`src/rtl/div_iter_unit.sv`:
```
// Iterative integer divider (DIV/DIVU/REM/REMU) for the M-extension execute stage.
// Retires UNROLL quotient bits per cycle using restoring division.
// Divide-by-zero and signed overflow complete in one cycle.
//
// state    | meaning
// ---------+------------------------------------------------------------
// S_IDLE   | waiting for a one-hot op with enable; fast path resolved here
// S_DIVIDE | UNROLL restoring steps per cycle, counter counts down to 1
// S_DONE   | one-cycle ready pulse, result already registered
module div_iter_unit #(
    parameter int XLEN   = 32,
    parameter int UNROLL = 1
) (
    input  logic            clock,
    input  logic            reset,
    input  logic            enable,
    input  logic [3:0]      op,
    input  logic [XLEN-1:0] rdata1,
    input  logic [XLEN-1:0] rdata2,
    input  logic            clear,
    output logic [XLEN-1:0] result,
    output logic            ready,
    output logic            busy
);

    localparam int N  = XLEN / UNROLL;
    localparam int CW = $clog2(N + 1);
    localparam logic [XLEN-1:0] SMIN = {1'b1, {(XLEN-1){1'b0}}};

    if ((XLEN % UNROLL) != 0) begin : g_bad_unroll
        $error("div_iter_unit: XLEN must be a multiple of UNROLL");
    end
    if (!(UNROLL == 1 || UNROLL == 2 || UNROLL == 4 || UNROLL == 8)) begin : g_bad_radix
        $error("div_iter_unit: UNROLL must be 1, 2, 4 or 8");
    end
    if ((XLEN < 8) || ((XLEN % 2) != 0)) begin : g_bad_xlen
        $error("div_iter_unit: XLEN must be even and at least 8");
    end

    typedef enum logic [1:0] {
        S_IDLE   = 2'd0,
        S_DIVIDE = 2'd1,
        S_DONE   = 2'd2
    } state_t;

    state_t          state_q, state_d;
    logic [CW-1:0]   cnt_q, cnt_d;
    logic [XLEN-1:0] dvd_q, dvd_d;      // dividend shifting out, quotient shifting in
    logic [XLEN-1:0] dvs_q, dvs_d;
    logic [XLEN-1:0] rem_q, rem_d;
    logic            neg_q, neg_d;      // negate the selected final value
    logic            is_rem_q, is_rem_d;
    logic [XLEN-1:0] result_q, result_d;
    logic            ready_q, ready_d;

    logic            op_onehot, is_signed_op, is_rem_op;
    logic            sign1, sign2, div_zero, sovf;
    logic [XLEN-1:0] mag1, mag2;
    logic [XLEN-1:0] step_rem, step_quo, final_val, final_res;

    // Decode the request and form operand magnitudes for the IDLE launch.
    always_comb begin
        op_onehot    = (op == 4'b1000) || (op == 4'b0100) ||
                       (op == 4'b0010) || (op == 4'b0001);
        is_signed_op = op[3] | op[1];
        is_rem_op    = op[1] | op[0];
        sign1        = rdata1[XLEN-1] & is_signed_op;
        sign2        = rdata2[XLEN-1] & is_signed_op;
        mag1         = sign1 ? (~rdata1 + 1'b1) : rdata1;
        mag2         = sign2 ? (~rdata2 + 1'b1) : rdata2;
        div_zero     = (rdata2 == '0);
        sovf         = is_signed_op && (rdata1 == SMIN) && (rdata2 == '1);
    end

    // UNROLL chained restoring steps; XLEN+1 bit trial keeps the borrow visible.
    always_comb begin : p_steps
        logic [XLEN-1:0] r;
        logic [XLEN-1:0] q;
        logic [XLEN:0]   shifted;
        logic [XLEN:0]   diff;
        r       = rem_q;
        q       = dvd_q;
        shifted = '0;
        diff    = '0;
        for (int i = 0; i < UNROLL; i++) begin
            shifted = {r, q[XLEN-1]};
            diff    = shifted - {1'b0, dvs_q};
            q       = {q[XLEN-2:0], ~diff[XLEN]};
            r       = diff[XLEN] ? shifted[XLEN-1:0] : diff[XLEN-1:0];
        end
        step_rem  = r;
        step_quo  = q;
        final_val = is_rem_q ? step_rem : step_quo;
        final_res = neg_q ? (~final_val + 1'b1) : final_val;
    end

    // Next-state and datapath update; clear overrides everything except reset.
    always_comb begin
        state_d  = state_q;
        cnt_d    = cnt_q;
        dvd_d    = dvd_q;
        dvs_d    = dvs_q;
        rem_d    = rem_q;
        neg_d    = neg_q;
        is_rem_d = is_rem_q;
        result_d = result_q;
        unique case (state_q)
            S_IDLE: begin
                if (enable && op_onehot) begin
                    if (div_zero) begin
                        result_d = is_rem_op ? rdata1 : '1;
                        state_d  = S_DONE;
                    end else if (sovf) begin
                        result_d = is_rem_op ? '0 : rdata1;
                        state_d  = S_DONE;
                    end else begin
                        dvd_d    = mag1;
                        dvs_d    = mag2;
                        rem_d    = '0;
                        is_rem_d = is_rem_op;
                        neg_d    = is_rem_op ? sign1 : (sign1 ^ sign2);
                        cnt_d    = CW'(N);
                        state_d  = S_DIVIDE;
                    end
                end
            end
            S_DIVIDE: begin
                rem_d = step_rem;
                dvd_d = step_quo;
                cnt_d = cnt_q - CW'(1);
                if (cnt_q == CW'(1)) begin
                    result_d = final_res;
                    state_d  = S_DONE;
                end
            end
            S_DONE: begin
                state_d = S_IDLE;
            end
            default: begin
                state_d = S_IDLE;
            end
        endcase
        if (clear) begin
            state_d  = S_IDLE;
            cnt_d    = '0;
            result_d = result_q;
        end
        ready_d = (state_d == S_DONE);
    end

    // State and datapath registers with synchronous active-low reset.
    always_ff @(posedge clock) begin
        if (!reset) begin
            state_q  <= S_IDLE;
            cnt_q    <= '0;
            dvd_q    <= '0;
            dvs_q    <= '0;
            rem_q    <= '0;
            neg_q    <= 1'b0;
            is_rem_q <= 1'b0;
            result_q <= '0;
            ready_q  <= 1'b0;
        end else begin
            state_q  <= state_d;
            cnt_q    <= cnt_d;
            dvd_q    <= dvd_d;
            dvs_q    <= dvs_d;
            rem_q    <= rem_d;
            neg_q    <= neg_d;
            is_rem_q <= is_rem_d;
            result_q <= result_d;
            ready_q  <= ready_d;
        end
    end

    assign result = result_q;
    assign ready  = ready_q;
    assign busy   = (state_q != S_IDLE);

endmodule
```
`config.mk`:
```
export PLATFORM = sky130hd
export DESIGN_NAME = div_iter_unit
export DESIGN_NICKNAME = d
export VERILOG_FILES = /design/src/rtl/div_iter_unit.sv
export SDC_FILE = /design/constraint.sdc
export NUM_CORES = 1
export LEC_CHECK = 0
export ABC_AREA = 1
export BUFFER_PORTS_ARGS = -buffer_cell sky130_fd_sc_hd__buf_2
export CORE_MARGIN = 4
export CORE_UTILIZATION = 60
export DETAILED_ROUTE_END_ITERATION = 16
export PLACE_DENSITY = 0.8
export SYNTH_ARGS = -nofsm -noshare
export SYNTH_HDL_FRONTEND = slang
export SYNTH_SLANG_ARGS = --single-unit
```
`constraint.sdc`:
```
create_clock -name clock -period 7.23 [get_ports clock]
set_clock_uncertainty 0.15 [all_clocks]
set_input_delay 0 -clock clock [delete_from_list [all_inputs] [get_ports clock]]
set_output_delay 0 -clock clock [all_outputs]
set_load 0.05 [all_outputs]
```
==> metrics <==
Synth Warn # 0; first-pass GRT wire length 70.86 mm; Max Cap Viol 0; Die Wd 151.7 um; Initial Util 61.00%; Seq/Total Area, Yosys 22.47%; drc violations 0; clk buf depth 2; largest net degree at the start of global routing 82; startpoint types flip-flop; R2R depth 25; Synth Register Bits 139; Layout Nets 2394; worst path required time 7450 ps; final non-filler cell total 2566; Antenna diodes 0; slew margin rel. 20.63%; Num CTS Buffers 17; # IOs 106; unrepaired setup endpoints after global routing no; crit path max fanout 37; Post-Syn Instances 2169; clk slew on worst S/H paths 70 ps; post-detail-place hpwl 33.24 mm; Post-Syn Nets 2280; TritonRoute pass-1 iters 7; vias 15220; Worst EP arrival 4160 ps; worst hold path depth 5; Highest Signal Layer met4; num rows 52; Slew Limit Fails 0; later-pin clock latency in the skew report 430 ps; WL met3 5.269 mm; vias in the first global route 13570; Post-synth EDFFs 0; commonest non-fill, non-tap cells in the layout nand2_1 (709), inv_1 (272), nand3_1 (196), nor2_1 (164), a21oi_1 (163); Avg Inst Size Synth 5.709 um^2; Fin. Hold Viols 0; via density per instance 5.931; Final setup viols 0; commonest non-fill, non-tap cell in the layout nand2_1; Routed WL per cell 18.02 um; area leader, netlist dfxtp_1; top post-synthesis cells by area dfxtp_1 (22%), nand2_1 (21%), inv_1 (8.2%); GRT overflow 0; Synth Flop Type dfxtp_1; wirelength, routed 46.24 mm; Tmin final 3945 ps; Sink Count 139; antenna viol nets, final 0; input/output buffers 105; CTS HTree Levels 4; Fmax 253.5 MHz; CP Capture Type flip-flop; area grow syn2layout 14.90%; Power Density 181.6 nW/um^2; met2 layer wire length in the routed design 19.93 mm; setup TNS 0 ps; post-synth top area share 22.47%; final critical-path share of the clock period 54.57%; Post-CTS Setup Bufs 0; Hold Path Class input pin to flip-flop; Starting DRT DRC Count 1858; TritonCTS clock tree built; cell count after placement 2465; peak supply drop 0.1393 mV; Cell variety after synth 49; wl on met1 19.10 mm; routability cong. 1.020; cell area after synthesis 12380 um^2; Worst Tran Pin Value 1189 ps; Min Hold Slack 29.44 ps; die span in y 151.7 um; Lkg Pwr 7.155 nW; Total Routing Usage GR 39.28%; core area 20300 um^2; initial antenna violation count 0; ys async rst share 0%; critical path class flip-flop to flip-flop; Root Buffer clkbuf_16; layout cell share with drive strength beyond 1 10.15%; status completed; die area 23000 um^2
==> layer usage <==
metal,vias to the layer above,GRT usage [%]
met5,-,0
met4,0,14.42
met3,162,8.447
met2,962,60.56
met1,6897,54.04
li1,7198,-
==> critical path: stages, from the launching register on <==
cell and delay, ps:
dfxtp_1 350, inv_1 50, ha_1 220, fa_1 420, inv_1 120, nand2_1 60, nand2_1 90, nand3_1 90
nand2_2 110, nand2_1 70, nand2_2 90, nand2_4 80, nand3_4 200, nand2_8 210, nand2_1 140, nand3_1 100
nand2_2 120, ha_1 210, nand3_2 150, inv_1 110, nand3_1 80, nand2_1 210, nand3_1 120, nand2_1 90
nand3_1 90, a21oi_1 160
==> through the flow <==
stage	worst slack (ps)	instance area [um^2]	power [mW]	util (%)
after floorplan	4043	12380	1.408	-
after global placement	3524	12950	1.617	63.80
after detailed placement	3393	12950	1.626	63.80
after CTS	3360	14230	2.541	70.09
after global routing	2975	14230	2.697	70.09
final	3285	14230	2.584	70.09
==> cell usage after synthesis, drive strengths merged (22+ instances only) <==
library cell,count
a21oi,165
a31oi,31
buf,22
clkbuf,67
dfxtp,139
ha,38
inv,276
nand2,740
nand3,202
nand4,26
nor2,176
o21ai,120
or2,30
xor2,40
==> registers in the layout, indices dropped and copies added, names as in the netlist <==
name,count
dvs_q,32
ready,1
dvd_q,32
rem_q,32
cnt_q,6
neg_q,1
state_q,2
is_rem_q,1
result,32
==> logic make-up (layout without fill, tap and decap cells) <==
group | count (synthesis) | after routing | share of synthesized area, %
AOI/OAI and AO/OA | 360 | 360 | 15.99
xor gates and xnor gates | 60 | 60 | 4.244
adders and majority gates | 39 | 39 | 4.001
buffers and inverters | 365 | 492 | 11.56
DFF | 139 | 139 | 22.47
and+or+nand+nor | 1206 | 1206 | 41.73
==> power breakdown <==
group	internal, mW	leakage, nW	total [mW]	switching, mW
logic	0.273	5.74	0.858	0.584
registers	0.795	1.13	0.822	0.0263
clock network	0.516	0.284	0.905	0.389
total	1.58	7.16	2.58	1.00
==> final cells by class <==
class                   instances  area, um^2
flip-flops and latches        139        2784
repair buffers                184        1291
fillers                      1828        6071
clock buffers                  18       429.2
well taps                     270       337.8
inverters                     276        1036
multi-input cells            1665        8193
clock inverters                14       157.7
==> worst paths after layout <==
path / to / start / slack [ps]
worst max-delay path: result[26] / dvd_q[31] / 3280
worst min-delay path: dvd_q[11] / rdata1[11] / 30
worst max register to register: result[26] / dvd_q[31] / 3280
worst min register to register: result[0] / result[0] / 320
==> what timing repair did <==
| item | CTS | global route |
|---|---|---|
| gates resized for setup | 0 | 0 |
| hold buffers | 69 | 0 |
| endpoints found under the setup margin | 0 | 0 |
| hold endpoints to repair | 81 | 0 |
(Power assumes the default switching activity.)
